### src/rtl/sfq_tx_pkg.sv
// Shared types and default parameters for the SFQ pulse transmitter.
// The command struct describes one burst at the default field widths.
package sfq_tx_pkg;

    localparam int CNT_W_DEF      = 8;
    localparam int GAP_W_DEF      = 8;
    localparam int MIN_GAP_DEF    = 2;
    localparam int FIFO_DEPTH_DEF = 4;
    localparam int TIMEOUT_DEF    = 64;
    localparam int TOTAL_W        = 16;

    typedef enum logic [1:0] {
        IDLE,
        EMIT,
        WAIT,
        DRAIN
    } tx_state_t;

    typedef struct packed {
        logic [CNT_W_DEF-1:0] count;
        logic [GAP_W_DEF-1:0] gap;
    } cmd_t;

endpackage

### src/rtl/sfq_cmd_fifo.sv
// Synchronous command queue with wrap-bit pointers; the head entry is read
// combinationally so the FSM can pop it the cycle after it was pushed.
module sfq_cmd_fifo #(
    parameter int WIDTH = 16,
    parameter int DEPTH = 4
) (
    input  logic             clk,
    input  logic             rst,
    input  logic             push,
    input  logic             pop,
    input  logic [WIDTH-1:0] din,
    output logic             full,
    output logic             empty,
    output logic [WIDTH-1:0] dout
);

    localparam int AW = $clog2(DEPTH);

    logic [WIDTH-1:0] mem_reg [DEPTH];
    logic [AW:0]      wr_ptr_reg;
    logic [AW:0]      rd_ptr_reg;
    logic             push_ok;
    logic             pop_ok;

    // Same index with differing wrap bits means the writer has lapped the reader.
    assign full    = (wr_ptr_reg[AW] != rd_ptr_reg[AW]) &&
                     (wr_ptr_reg[AW-1:0] == rd_ptr_reg[AW-1:0]);
    assign empty   = (wr_ptr_reg == rd_ptr_reg);
    assign push_ok = push && !full;
    assign pop_ok  = pop && !empty;
    assign dout    = mem_reg[rd_ptr_reg[AW-1:0]];

    always_ff @(posedge clk) begin
        if (rst) begin
            wr_ptr_reg <= '0;
            rd_ptr_reg <= '0;
        end else begin
            if (push_ok) begin
                wr_ptr_reg <= wr_ptr_reg + (AW+1)'(1);
            end
            if (pop_ok) begin
                rd_ptr_reg <= rd_ptr_reg + (AW+1)'(1);
            end
        end
    end

    always_ff @(posedge clk) begin
        if (push_ok) begin
            mem_reg[wr_ptr_reg[AW-1:0]] <= din;
        end
    end

endmodule

### src/rtl/sfq_pulse_tx.sv
// Toggle-encoded SFQ pulse burst transmitter with queued commands, a minimum
// inter-pulse gap, and loopback pulse counting with mismatch detection.
module sfq_pulse_tx
    import sfq_tx_pkg::*;
#(
    parameter int CNT_W      = CNT_W_DEF,
    parameter int GAP_W      = GAP_W_DEF,
    parameter int MIN_GAP    = MIN_GAP_DEF,
    parameter int FIFO_DEPTH = FIFO_DEPTH_DEF,
    parameter int TIMEOUT    = TIMEOUT_DEF
) (
    input  logic               clk,
    input  logic               rst,
    input  logic               cmd_valid,
    output logic               cmd_ready,
    input  logic [CNT_W-1:0]   cmd_count,
    input  logic [GAP_W-1:0]   cmd_gap,
    output logic               out,
    input  logic               ret_in,
    output logic               busy,
    output logic               done,
    output logic [TOTAL_W-1:0] sent_total,
    output logic [TOTAL_W-1:0] ret_total,
    output logic               err_mismatch
);

    localparam int TW = $clog2(TIMEOUT) + 1;

    tx_state_t          state_reg, state_next;
    logic [CNT_W-1:0]   rem_reg, rem_next;
    logic [GAP_W-1:0]   gap_reg, gap_next;
    logic [GAP_W-1:0]   gcnt_reg, gcnt_next;
    logic [TW-1:0]      timer_reg, timer_next;
    logic               out_reg, out_next;
    logic               done_reg, done_next;
    logic               err_reg, err_next;
    logic [TOTAL_W-1:0] sent_reg, sent_next;
    logic [TOTAL_W-1:0] ret_total_reg;

    logic               ret_sync1_reg, ret_sync2_reg, ret_prev_reg;
    logic               ret_edge;

    logic               fifo_full, fifo_empty, fifo_pop;
    logic [CNT_W+GAP_W-1:0] fifo_dout;
    logic [CNT_W-1:0]   head_count;
    logic [GAP_W-1:0]   head_gap;
    logic [GAP_W-1:0]   eff_gap;

    sfq_cmd_fifo #(
        .WIDTH (CNT_W + GAP_W),
        .DEPTH (FIFO_DEPTH)
    ) u_fifo (
        .clk   (clk),
        .rst   (rst),
        .push  (cmd_valid),
        .pop   (fifo_pop),
        .din   ({cmd_count, cmd_gap}),
        .full  (fifo_full),
        .empty (fifo_empty),
        .dout  (fifo_dout)
    );

    assign head_count = fifo_dout[GAP_W +: CNT_W];
    assign head_gap   = fifo_dout[GAP_W-1:0];
    assign eff_gap    = (head_gap < GAP_W'(MIN_GAP)) ? GAP_W'(MIN_GAP) : head_gap;

    assign cmd_ready    = !fifo_full;
    assign out          = out_reg;
    assign done         = done_reg;
    assign err_mismatch = err_reg;
    assign sent_total   = sent_reg;
    assign ret_total    = ret_total_reg;
    assign busy         = (state_reg != IDLE) || !fifo_empty;

    // Loopback: two-flop synchronizer, then a delay flop for any-edge detection.
    assign ret_edge = ret_sync2_reg ^ ret_prev_reg;

    always_ff @(posedge clk) begin
        if (rst) begin
            ret_sync1_reg <= 1'b0;
            ret_sync2_reg <= 1'b0;
            ret_prev_reg  <= 1'b0;
            ret_total_reg <= '0;
        end else begin
            ret_sync1_reg <= ret_in;
            ret_sync2_reg <= ret_sync1_reg;
            ret_prev_reg  <= ret_sync2_reg;
            if (ret_edge) begin
                ret_total_reg <= ret_total_reg + TOTAL_W'(1);
            end
        end
    end

    always_comb begin
        state_next = state_reg;
        rem_next   = rem_reg;
        gap_next   = gap_reg;
        gcnt_next  = gcnt_reg;
        timer_next = timer_reg;
        out_next   = out_reg;
        sent_next  = sent_reg;
        done_next  = 1'b0;
        err_next   = err_reg;
        fifo_pop   = 1'b0;

        unique case (state_reg)
            IDLE: begin
                if (!fifo_empty) begin
                    fifo_pop = 1'b1;
                    if (head_count == '0) begin
                        done_next = 1'b1;
                    end else begin
                        rem_next   = head_count;
                        gap_next   = eff_gap;
                        state_next = EMIT;
                    end
                end
            end
            EMIT: begin
                out_next  = ~out_reg;
                sent_next = sent_reg + TOTAL_W'(1);
                rem_next  = rem_reg - CNT_W'(1);
                if (rem_reg == CNT_W'(1)) begin
                    timer_next = '0;
                    state_next = DRAIN;
                end else if (gap_reg == GAP_W'(1)) begin
                    state_next = EMIT;
                end else begin
                    // EMIT itself accounts for one cycle of the gap.
                    gcnt_next  = gap_reg - GAP_W'(1);
                    state_next = WAIT;
                end
            end
            WAIT: begin
                gcnt_next = gcnt_reg - GAP_W'(1);
                if (gcnt_reg <= GAP_W'(1)) begin
                    state_next = EMIT;
                end
            end
            DRAIN: begin
                timer_next = timer_reg + TW'(1);
                if (ret_total_reg == sent_reg) begin
                    done_next  = 1'b1;
                    state_next = IDLE;
                end else if (timer_reg == TW'(TIMEOUT - 1)) begin
                    err_next   = 1'b1;
                    done_next  = 1'b1;
                    state_next = IDLE;
                end
            end
            default: state_next = IDLE;
        endcase
    end

    always_ff @(posedge clk) begin
        if (rst) begin
            state_reg <= IDLE;
            rem_reg   <= '0;
            gap_reg   <= '0;
            gcnt_reg  <= '0;
            timer_reg <= '0;
            out_reg   <= 1'b0;
            done_reg  <= 1'b0;
            err_reg   <= 1'b0;
            sent_reg  <= '0;
        end else begin
            state_reg <= state_next;
            rem_reg   <= rem_next;
            gap_reg   <= gap_next;
            gcnt_reg  <= gcnt_next;
            timer_reg <= timer_next;
            out_reg   <= out_next;
            done_reg  <= done_next;
            err_reg   <= err_next;
            sent_reg  <= sent_next;
        end
    end

endmodule

### config.mk
export PLATFORM = sky130hd
export DESIGN_NAME = sfq_pulse_tx
export DESIGN_NICKNAME = d
export VERILOG_FILES = /design/src/rtl/sfq_tx_pkg.sv /design/src/rtl/sfq_cmd_fifo.sv /design/src/rtl/sfq_pulse_tx.sv
export SDC_FILE = /design/constraint.sdc
export NUM_CORES = 1
export LEC_CHECK = 0
export ABC_AREA = 1
export BUFFER_PORTS_ARGS = -buffer_cell sky130_fd_sc_hd__buf_4
export CAP_MARGIN = 15
export CORE_MARGIN = 2
export CORE_UTILIZATION = 40
export DETAILED_ROUTE_END_ITERATION = 7
export GPL_TIMING_DRIVEN = 0
export SLEW_MARGIN = 20
export SYNTH_ARGS = -nofsm -noshare
export SYNTH_HDL_FRONTEND = slang
export SYNTH_HIERARCHICAL = 1
export SYNTH_SLANG_ARGS = --single-unit
### constraint.sdc
create_clock -name clk -period 2.7 [get_ports clk]
set_input_delay 0.54 -clock clk [delete_from_list [all_inputs] [get_ports clk]]
set_output_delay 0.54 -clock clk [all_outputs]
set_load 0.005 [all_outputs]
==> reports/metrics.sh, run 1 <==
POSTSYNTHCELLCOUNT=830
CLOCK-SKEW-FINAL_NS=0.0114
FINISH.INSTANCE_AREA_UM2=8320
LEAKAGEPOWER_uW=0.00335
PLACEDINSTANCEAREA_UM2=7700
ANTENNADIODECOUNT=0
CTS-HTREE-LEVELS=4
POSTSYNTHAREAPERCELL_UM2=8.38
FIN_TNS_SETUP_NS=0
CORE_UM2=17100
WHS_PATH_DEPTH=1
YOSYS.CELL_TYPES.COUNT=41
MAIN_COMBINATIONAL_CELL_FAMILY_BY_AREA_AFTER_SYNTHESIS='simple AND/OR/NAND/NOR gates'
ROUTED_VIA_DENSITY=4.92
MAXCLOCKFREQUENCY_GHz=0.429
PERIOD_MINUS_SLACK_NS=2.33
MIN_DELAY_WORST_ENDPOINT='u_fifo/mem_reg[0][15]'
HP-START='cmd_count[7]'
FINALWIRELENGTH_UM=16000
CRITICAL_PATH_TYPE='flip-flop to flip-flop'
TRACK_USAGE_PCT=18.0
SYNTH_EDF_COUNT=64
CTS.PATH.MAX_BUFFERS=2
ROW_COUNT=48
CRITPATHARRIVALTIME_NS=2.64
IR_DROP_uV=595
DIEWIDTH_UM=136
CTS-BUFFERS-INSERTED=17
SHARE_OF_FLIP_FLOPS_WITH_AN_ASYNCHRONOUS_SET_OR_RESET_AFTER_SYNTHESIS_PCT=0
NUMBER_OF_TOP_LEVEL_DESIGN_PORTS=57
DESIGN.FINAL.NETS=946
DRT_PRE_ANTENNA_ITERS=4
SYNTH_ADDER_AREA_SHARE_PCT=3.24
POWER.DENSITY_CELL_AREA_nW_PER_UM2=952
POST_ROUTE_CELLS_DRIVE_ABOVE_1_SHARE_PCT=19.2
HOLD_VIOLATION_COUNT_IN_THE_FINAL_REPORT=0
CRITPATHREQUIREDTIME_NS=3.01
PATH_MAX_FANOUT=10
YOSYS.AREA_SHARE.XOR_XNOR_PCT=1.51
TIGHTESTPINTRANSITION_NS=0.747
GRT_OVERFLOW=0
MAXCAPVIOLATIONS=0
SYNTH.TOP_CELLS.BY_COUNT='143 x nand2_1, 114 x nor2_1, 84 x inv_1'
WORSTSETUPSTARTPOINTTYPE='flip-flop'
GRT_PASS1_VIAS=5237
SYNTH.FF_LATCH_COUNT=143
SYNTHFLOPTYPE='dfxtp_1'
GRT_MAX_DEGREE=17
SYN_TO_FINAL_GROWTH_PCT=19.7
SYNTH_FP_NETS=868
REG2REGPATHDEPTH=11
WORST_R2R_ENDPOINT='rem_reg[3]'
POST_CTS_BUFFERS=0
CTS_NUM_SINKS=143
TIMING.MAX_SLEW.REL_SLACK_PCT=50.1
CHIPHEIGHT_UM=136
DETAIL_ROUTE.DRC_VIOLATIONS=0
ROUTE.VIAS.TOTAL=5634
FINAL.HOLD.WORST_SLACK_NS=0.308
LARGEST_REGISTER_FF_COUNT=64
PORT_BUFFERS=56
MAXSLEWVIOLCOUNT=0
SYNTH_COMPOUND_AREA_SHARE_PCT=14.2
CTS-HOLD-FIX-BUFFERS=0
YOSYSWARNINGS=6
LARGEST_CELLS_BY_AREA_AFTER_SYNTHESIS='edfxtp_1 28%, dfxtp_1 23%, nand2_1 7.7%'
ROUTEDWLPERCELL_UM=14.0
POST-LAYOUT-TOTAL-POWER_uW=7920
POSTROUTEANTENNANETS=0
POST_CTS_RESIZE_COUNT=0
REG2REG_SLACK_NS=0.37
CTS-ROOT-BUF='clkbuf_16'
INITIALDRTVIOLATIONCOUNT=303
FINAL_CORE_UTIL_PCT=48.6
CP-END-KIND='flip-flop'
SIMPLE_GATE_SHARE_OF_THE_SYNTHESIZED_AREA_PCT=23.3
SYNTH.TOP_CELL.AREA_SHARE_PCT=27.6
SYNTH_AREA_LEADER_CELL='edfxtp_1'
RUN_STATUS='complete, no violations'
CTS_TREE='done'
ANTENNA_VIOLATIONS_BEFORE_REPAIR=0
HOLDCRITPATHCLASS='primary input to flip-flop'
ROUTABILITYCONGESTION=0.798
SYNTH.YOSYS.SEQ_AREA_SHARE_PCT=50.4
SYN_AREA_UM2=6950
PATH_CLK_SLEW_NS=0.06
POST-DP-HPWL_UM=11500
TIMING.FINAL.SETUP_VIOLATIONS=0
DIEAREA_UM2=18500
SYNTH.MOST_COMMON_CELL='nand2_1'
FIN_CRIT_SH_PCT=86.4
GRT_SETUP_UNREPAIRED='false'
INITIAL_UTILIZATION_PCT=40.6
CLOCK_INSERTION_DELAY_WORST_SKEW_NS=0.42
POST_SYNTH_MUX_AREA_SHARE_PCT=0
GRT_FIRST_PASS_WIRELENGTH_UM=25500
-- worst max-delay path, stage by stage, from the launching register on --
cell	delay, ns
dfxtp_1	0.50
inv_2	0.14
buf_2	0.22
o21ai_1	0.12
o22ai_1	0.11
nor2_1	0.12
nand2_1	0.11
o21ai_2	0.32
o21ai_2	0.15
buf_2	0.22
o21ai_1	0.14
a21oi_1	0.05
-- where the power goes --
group / switching, µW / leakage [µW] / internal (µW)
clock: 997 / 0.000303 / 1450
combinational: 1790 / 0.00182 / 955
sequential: 210 / 0.00123 / 2520
total: 3000 / 0.00335 / 4920
-- cell families (layout without fill, tap and decap cells) --
logic type      after synthesis  after routing
buf+inv                     129            220
flops                       143            143
fa+ha+maj                    18             18
compound gates              178            178
simple gates                350            350
xor+xnor                     12             12
-- through the flow --
step           setup WS [ns]  instances
6_report               0.368       1146
3_3_place_gp           0.147       1111
4_1_cts                0.381       1146
2_1_floorplan          0.834        830
3_5_place_dp           0.397       1114
5_1_grt                0.147       1146
-- cell type report --
cell class / instances / area [µm²]
plain buffers: 23 / 116
flip-flops and latches: 143 / 3500
inverters: 106 / 398
clock buffers: 19 / 453
repair buffers: 59 / 462
fillers: 1686 / 8790
clock inverters: 13 / 165
multi-input cells: 558 / 2940
well taps: 225 / 282
-- layer usage --
metal	GRT usage, %	up-vias	wire (µm)	part of all wire, %
met5	0	-	0	0
met4	5.90	0	145	0.90
met3	3.80	12	606	3.8
met2	30.5	93	7700	48
met1	22.8	2588	7580	47
li1	-	2941	-	-
-- cells in the final DEF (no fill, tap or decap), types with 7 or more instances in the layout --
cell / n
edfxtp_1: 64
ha_1: 18
buf_4: 56
inv_2: 22
nand3_1: 27
nand4_1: 9
clkbuf_16: 17
nor2_1: 111
o22ai_1: 16
a21oi_1: 64
o21ai_0: 35
nand2_1: 143
nand2_2: 11
buf_2: 12
nor2_2: 10
dfxtp_1: 79
nand3_2: 7
nor3_1: 13
inv_1: 84
o21ai_1: 41
xor2_1: 9
clkbuf_1: 7
-- worst max-delay path by stage --
stage	start	endpoint	slack, ns	cells after the start
3_5_place_dp	flip-flop	rem_reg[3]	0.40	11
4_1_cts	flip-flop	rem_reg[3]	0.38	11
3_3_place_gp	u_fifo/wr_ptr_reg[1]	u_fifo/mem_reg[0][5]	0.15	6
5_1_grt	flip-flop	rem_reg[2]	0.15	11
2_1_floorplan	u_fifo/wr_ptr_reg[0]	u_fifo/mem_reg[0][0]	0.83	6
6_report	flip-flop	rem_reg[3]	0.37	11
Note: power is estimated with default switching activity, not from simulation.
==> inputs of run 2 (changes only) <==
--- a/config.mk
+++ b/config.mk
@@ -5,10 +5,8 @@
 export SDC_FILE = /design/constraint.sdc
 export NUM_CORES = 1
 export LEC_CHECK = 0
-export ABC_AREA = 1
 export BUFFER_PORTS_ARGS = -buffer_cell sky130_fd_sc_hd__buf_4
 export CAP_MARGIN = 15
-export CORE_MARGIN = 2
 export CORE_UTILIZATION = 40
 export DETAILED_ROUTE_END_ITERATION = 7
 export GPL_TIMING_DRIVEN = 0
==> reports/metrics.sh, run 2 <==
RUN_STATUS='complete, no violations'
POST-LAYOUT-TOTAL-POWER_uW=7930  # about the same
CRITPATHMAXSTAGEDELAY_NS=0.57  # +0.07 ns
CLOCK-SKEW-FINAL_NS=0.00776  # -0.00367 ns
PERIOD_MINUS_SLACK_NS=2.59  # +0.255 ns
ROUTE.VIAS.TOTAL=4829  # -14%
SEQCELLAREA_UM2=3500  # unchanged
SYNTH.YOSYS.SEQ_AREA_SHARE_PCT=52.3  # +1.9 points
GRT_OVERFLOW=0  # unchanged
ROUTABILITYCONGESTION=0.824  # +3.2%
POSTSYNTHCELLCOUNT=620  # -25%
CRITICAL_PATH_BUF_INV_COUNT=4  # +1
DIEAREA_UM2=17300  # -6.4%
CRITPATHTOPFAMILY='buffers and inverters'
CP-END-KIND='flip-flop'
ROW_COUNT=46  # -4.2%
GRT_MAX_DEGREE=17  # unchanged
DETAIL_ROUTE.DRC_VIOLATIONS=0  # unchanged
SYNTH.TOP_CELLS.BY_COUNT='79 x dfxtp_1, 64 x edfxtp_1, 58 x nor2_1'
PATH_MAX_FANOUT=10  # unchanged
SHARE_COMB_OF_TOTAL_POWER_PCT=35.3  # +0.6 points
ANTENNA_VIOLATIONS_BEFORE_REPAIR=0  # unchanged
DRT_PRE_ANTENNA_ITERS=4  # unchanged
CTS-BUFFERS-INSERTED=17  # unchanged
NUM-FILL-CELLS=1468  # -13%
POST-DP-HPWL_UM=10200  # -11%
SHARE_OF_FLIP_FLOPS_WITH_AN_ASYNCHRONOUS_SET_OR_RESET_AFTER_SYNTHESIS_PCT=0  # unchanged
YOSYSWARNINGS=6  # unchanged
SYN_TO_FINAL_GROWTH_PCT=20.4
POST_ROUTE_CELLS_DRIVE_ABOVE_1_SHARE_PCT=17.7  # -1.5 points
YOSYS.CELL_TYPES.COUNT=60  # +46%
TIMING.MAX_SLEW.REL_SLACK_PCT=43.0  # -7.2 points
MAXCLOCKFREQUENCY_GHz=0.386  # -9.9%
POWER_SWITCHING_uW=2770  # -7.9%
SYNTH.MOST_COMMON_CELL='dfxtp_1'
HOLDCRITPATHCLASS='primary input to flip-flop'
P_INT_uW=5170  # +5.0%
MOSTFREQUENTLAYOUTCELL='dfxtp_1'
PATH_CLK_SLEW_NS=0.06  # about the same
FIN_CRIT_SH_PCT=95.8  # +9.5 points
SYNTH_EDF_COUNT=64  # unchanged
MULTI_INPUT_AREA_UM2=3070  # +4.2%
FINAL_CELL_MIX='79 x dfxtp_1, 64 x edfxtp_1, 58 x nor2_1, 57 x buf_4, 54 x nand2_1'
POSTSYNTHAREAPERCELL_UM2=10.8  # +29%
CTS_TREE='done'
FIN_TNS_SETUP_NS=0  # unchanged
TRACK_USAGE_PCT=17.8  # -0.17 points
ANTENNADIODECOUNT=0  # unchanged
GRT_PASS1_VIAS=4795  # -8.4%
INITIAL_UTILIZATION_PCT=41.6  # +0.96 points
PLACEDINSTANCEAREA_UM2=7420  # -3.7%
ROUTEDWLPERCELL_UM=15.8  # +13%
CRITPATHARRIVALTIME_NS=2.86  # +0.22 ns
SWITCHING_SHARE_PCT=34.9  # -3.0 points
INITIALDRTVIOLATIONCOUNT=301  # -0.66%
CLOCK_INSERTION_DELAY_WORST_SKEW_NS=0.41  # about the same
DESIGN.FINAL.NETS=731  # -23%
WORSTSETUPSTARTPOINTTYPE='flip-flop'
LARGEST_REGISTER_FF_COUNT=64  # unchanged
SYNTH_FP_NETS=658  # -24%
SYNTH_AREA_LEADER_CELL='edfxtp_1'
CLOCK_POWER_SHARE_PCT=28.1  # -2.8 points
CORE_UM2=16100  # -5.8%
TIGHTESTPINTRANSITION_NS=0.855  # +0.108 ns
HOLD_VIOLATION_COUNT_IN_THE_FINAL_REPORT=0  # unchanged
FINAL_CORE_UTIL_PCT=50.1  # +1.4 points
FINALWIRELENGTH_UM=14500  # -9.2%
DIEWIDTH_UM=131  # -3.3%
MAXSLEWVIOLCOUNT=0  # unchanged
CTS_NUM_SINKS=143  # unchanged
LARGEST_CELLS_BY_AREA_AFTER_SYNTHESIS='edfxtp_1 29%, dfxtp_1 24%, xor2_1 5.5%'
CTS-HTREE-LEVELS=4  # unchanged
CHIPHEIGHT_UM=131  # -3.3%
LEAKAGEPOWER_uW=0.00302  # -9.8%
IR_DROP_uV=592  # -0.48%
WORSTPATHCELLLIST='buf_6 -> buf_12 -> mux4_2 -> nor4_4 -> a21o_1 -> clkbuf_4 -> buf_6 -> a21oi_1 -> o21ai_0 -> a21oi_1'
POSTROUTEANTENNANETS=0  # unchanged
SYN_AREA_UM2=6700  # -3.6%
SYNTH.FF_LATCH_COUNT=143  # unchanged
CRITPATHSLOWESTCELL='mux4_2'
ROUTED_VIA_DENSITY=5.24  # +6.5%
NUMBER_OF_TOP_LEVEL_DESIGN_PORTS=57  # unchanged
FINISH.INSTANCE_AREA_UM2=8070  # -3.1%
POWER.SEQUENTIAL.FRACTION_PCT=36.5  # +2.1 points
SYNTHFLOPTYPE='dfxtp_1'
CTS.PATH.MAX_BUFFERS=2  # unchanged
PORT_BUFFERS=56  # unchanged
POWER.DENSITY_CELL_AREA_nW_PER_UM2=983  # +3.3%
CRITPATHREQUIREDTIME_NS=2.97  # -0.04 ns
TIMING.FINAL.SETUP_VIOLATIONS=0  # unchanged
GRT_FIRST_PASS_WIRELENGTH_UM=24300  # -4.9%
CRITICAL_PATH_TYPE='flip-flop to flip-flop'
MAXCAPVIOLATIONS=0  # unchanged
SYNTH.TOP_CELL.AREA_SHARE_PCT=28.7  # +1.0 points
CTS-ROOT-BUF='clkbuf_16'
[run 2: cell types whose count changed after synthesis, moves of 15 or more]
cell     previous run  this run
nor2_1            114        58
inv_1              84        19
inv_2              22         0
a21oi_1            64        34
o21ai_1            41         0
xor2_1              9        42
o22ai_1            16         1
mux4_2              0        16
nand2_1           143        54
[run 2: area by class of cell]
| type | count | share of cell area, % |
|---|---|---|
| clock buffers | 21 | 5.75 |
| flip-flops and latches | 143 | 43.4 |
| plain buffers | 26 | 2.06 |
| inverters | 19 | 0.884 |
| clock inverters | 11 | 1.27 |
| repair buffers | 56 | 5.21 |
| multi-input cells | 430 | 38.0 |
| well taps | 216 | 3.35 |
[run 2: kinds of logic (layout without fill, tap and decap cells)]
group	after synthesis	after routing	synth area share, %
AOI/OAI and AO/OA	114	114	10.9
buffers and inverters	47	133	3.19
xor gates and xnor gates	59	59	7.71
adders and majority gates	18	18	3.36
muxes	25	25	6.74
DFF	143	143	52.3
and+or+nand+nor	214	214	15.9
[run 2: path summary, 6_finish.rpt]
kind                                     from                   end  slack (ns)  cells past startpoint
worst min-delay path               cmd_gap[1]  u_fifo/mem_reg[1][1]        0.32                      1
worst min register to register  ret_sync1_reg         ret_sync2_reg        0.45                      1
worst max-delay path                flip-flop            rem_reg[6]        0.11                     10
worst max register to register      flip-flop            rem_reg[6]        0.11                     10
[run 2: per-stage QoR]
step           hold WS (ns)  setup slack (ns)  cells
4_1_cts               0.297           0.00220    922
6_report              0.318             0.112    922
3_3_place_gp          0.424            -0.490    892
5_1_grt               0.289          -0.00861    922
3_5_place_dp          0.438            -0.491    892
2_1_floorplan         0.414            0.0618    620
[run 2: routing by layer]
layer	share of wire, %	vias up	GRT usage, %
met3	3.6	9	4.78
met1	48	2325	22.9
met2	47	93	28.6
met4	1.4	0	6.46
li1	-	2402	-
met5	0	-	0
[run 2: power groups by stage]
stage | combinational (µW) | sequential [µW] | clock (µW)
2_1_floorplan | 2040 | 2850 | 0
4_1_cts | 2750 | 2890 | 2290
5_1_grt | 3130 | 2950 | 2390
6_report | 2800 | 2900 | 2230
3_5_place_dp | 2690 | 2930 | 0
3_3_place_gp | 2620 | 2910 | 0
[run 2: what timing repair did]
action                     4_1_cts  5_1_grt
buffers inserted                 0        0
hold buffers                     0        0
pin swaps                        1        1
setup endpoints to repair       18        8
gates resized for setup         12        7
==> inputs of run 3 (changes only) <==
--- a/config.mk
+++ b/config.mk
@@ -5,10 +5,12 @@
 export SDC_FILE = /design/constraint.sdc
 export NUM_CORES = 1
 export LEC_CHECK = 0
+export ABC_AREA = 1
 export BUFFER_PORTS_ARGS = -buffer_cell sky130_fd_sc_hd__buf_4
 export CAP_MARGIN = 15
 export CORE_UTILIZATION = 40
 export DETAILED_ROUTE_END_ITERATION = 7
+export GPL_ROUTABILITY_DRIVEN = 0
 export GPL_TIMING_DRIVEN = 0
 export SLEW_MARGIN = 20
 export SYNTH_ARGS = -nofsm -noshare
==> reports/metrics.sh, run 3 (same netlist as run 1, synthesis figures left out) <==
RUN_STATUS='complete, no violations'
CRITPATHTOPFAMILY='compound AO/OA/AOI/OAI gates'
MOSTFREQUENTLAYOUTCELL='nand2_1'
POSTROUTEANTENNANETS=0  # unchanged
GRT_OVERFLOW=0  # unchanged
TIMING.MAX_SLEW.REL_SLACK_PCT=49.2  # +6.2 points
INSTANCES_NO_FILL=1141  # +24%
DESIGN.FINAL.NETS=946  # +29%
INITIAL_UTILIZATION_PCT=41.5  # -0.091 points
WORST_R2R_ENDPOINT='rem_reg[1]'
ROUTED_VIA_DENSITY=4.90  # -6.4%
CTS-ROOT-BUF='clkbuf_16'
POST_ROUTE_CELLS_DRIVE_ABOVE_1_SHARE_PCT=19.0  # +1.3 points
POST_CTS_RESIZE_COUNT=0  # -12
FINALWIRELENGTH_UM=15700  # +8.1%
PORT_BUFFERS=56  # unchanged
CTS-HTREE-LEVELS=4  # unchanged
CRITPATHREQUIREDTIME_NS=3.01  # +0.04 ns
REG2REG_SLACK_NS=0.35  # +0.24 ns
PATH_CLK_SLEW_NS=0.06  # about the same
MAXCAPVIOLATIONS=0  # unchanged
SYN_TO_FINAL_GROWTH_PCT=19.5
WHS_PATH_DEPTH=1  # unchanged
HOLD_VIOLATION_COUNT_IN_THE_FINAL_REPORT=0  # unchanged
CP.DEPTH=11  # +1
INITIALDRTVIOLATIONCOUNT=335  # +11%
NUMBER_OF_TOP_LEVEL_DESIGN_PORTS=57  # unchanged
ANTENNA_VIOLATIONS_BEFORE_REPAIR=0  # unchanged
WORSTSETUPSTARTPOINTTYPE='flip-flop'
LEAKAGEPOWER_uW=0.00334  # +10%
POST-LAYOUT-TOTAL-POWER_uW=7880  # -0.61%
HP-START='cmd_gap[6]'
DETAIL_ROUTE.DRC_VIOLATIONS=0  # unchanged
CTS_TREE='done'
MAXSLEWVIOLCOUNT=0  # unchanged
WORSTPATHCELLLIST='inv_2 -> buf_2 -> o21ai_1 -> o22ai_1 -> nor2_1 -> nand3_1 -> o21ai_2 -> o21ai_2 -> buf_2 -> o21ai_1 -> nor2_1'
CTS-BUFFERS-INSERTED=17  # unchanged
POWER.DENSITY_CELL_AREA_nW_PER_UM2=948  # -3.5%
CTS-HOLD-FIX-BUFFERS=0  # unchanged
CTS_NUM_SINKS=143  # unchanged
TIMING.FINAL.SETUP_VIOLATIONS=0  # unchanged
CRITPATHARRIVALTIME_NS=2.66  # -0.20 ns
POST_CTS_BUFFERS=0  # unchanged
GRT_MAX_DEGREE=17  # unchanged
MAXCLOCKFREQUENCY_GHz=0.426  # +10%
GRT_FIRST_PASS_WIRELENGTH_UM=25900  # +6.6%
LARGEST_REGISTER_FF_COUNT=64  # unchanged
CRITICAL_PATH_TYPE='flip-flop to flip-flop'
FIN_TNS_SETUP_NS=0  # unchanged
CLOCK_INSERTION_DELAY_WORST_SKEW_NS=0.43  # +0.02 ns
MIN_DELAY_WORST_ENDPOINT='u_fifo/mem_reg[0][6]'
FINAL_CELL_MIX='143 x nand2_1, 111 x nor2_1, 84 x inv_1, 79 x dfxtp_1'
GRT_SETUP_UNREPAIRED='false'
HOLDCRITPATHCLASS='primary input to flip-flop'
ROUTEDWLPERCELL_UM=13.8  # -13%
GRT_PASS1_VIAS=5111  # +6.6%
REG2REGPATHDEPTH=11  # +1
CORE_UM2=16800  # +4.0%
CP-END-KIND='flip-flop'
ROUTE.VIAS.TOTAL=5593  # +16%
CHIPHEIGHT_UM=134  # +1.8%
CRITPATHMAXSTAGEDELAY_NS=0.51  # -0.06 ns
ROW_COUNT=47  # +2.2%
FINAL.HOLD.WORST_SLACK_NS=0.309  # -0.00876 ns
CLOCK-SKEW-FINAL_NS=0.0229  # +0.0151 ns
CRITICAL_PATH_BUF_INV_COUNT=3  # -1
TRACK_USAGE_PCT=18.8  # +1.0 points
ANTENNADIODECOUNT=0  # unchanged
FIN_CRIT_SH_PCT=86.9  # -8.9 points
DIEAREA_UM2=17900  # +3.7%
DIEWIDTH_UM=134  # +1.8%
POST-DP-HPWL_UM=11400  # +12%
IR_DROP_uV=616  # +4.0%
DP.CELLS=1109  # +24%
DRT_PRE_ANTENNA_ITERS=7  # +3
PATH_MAX_FANOUT=10  # unchanged
PERIOD_MINUS_SLACK_NS=2.35  # -0.241 ns
CRITPATHSLOWESTCELL='dfxtp_1'
CTS.PATH.MAX_BUFFERS=2  # unchanged
TIGHTESTPINTRANSITION_NS=0.761  # -0.0941 ns
run 3: how the worst max path moves through the flow:
stage,startpoint,end
2_1_floorplan,u_fifo/wr_ptr_reg[0],u_fifo/mem_reg[0][0]
3_3_place_gp,u_fifo/wr_ptr_reg[1],u_fifo/mem_reg[0][5]
3_5_place_dp,flip-flop,rem_reg[5]
4_1_cts,flip-flop,rem_reg[5]
5_1_grt,flip-flop,rem_reg[6]
6_report,flip-flop,rem_reg[1]
run 3: per-layer routing:
layer  up-vias  wire (µm)  track usage [%]
li1       2918          -                -
met1      2549       7420             24.6
met2       111       7420             30.2
met3        15        667             4.38
met4         0        221             7.13
met5         -          0                0
run 3: layout make-up:
cell class	instances	area (µm²)
clock inverters	13	178
multi-input cells	558	2940
clock buffers	19	433
inverters	106	398
plain buffers	23	116
well taps	220	275
fillers	1618	8450
repair buffers	59	465
flip-flops and latches	143	3500
run 3: stage by stage:
| step | util [%] | setup slack [ns] | area (µm²) |
|---|---|---|---|
| 5_1_grt | 49.6 | 0.153 | 8310 |
| 4_1_cts | 49.6 | 0.371 | 8310 |
| 3_3_place_gp | 45.6 | 0.206 | 7650 |
| 3_5_place_dp | 46.0 | 0.383 | 7700 |
| 6_report | 49.6 | 0.353 | 8310 |
| 2_1_floorplan | - | 0.834 | 6950 |
run 3: report_power, final:
group	total, µW	switching, µW	internal (µW)
clock	2420	944	1470
combinational	2740	1780	955
sequential	2730	209	2520
total	7880	2940	4950
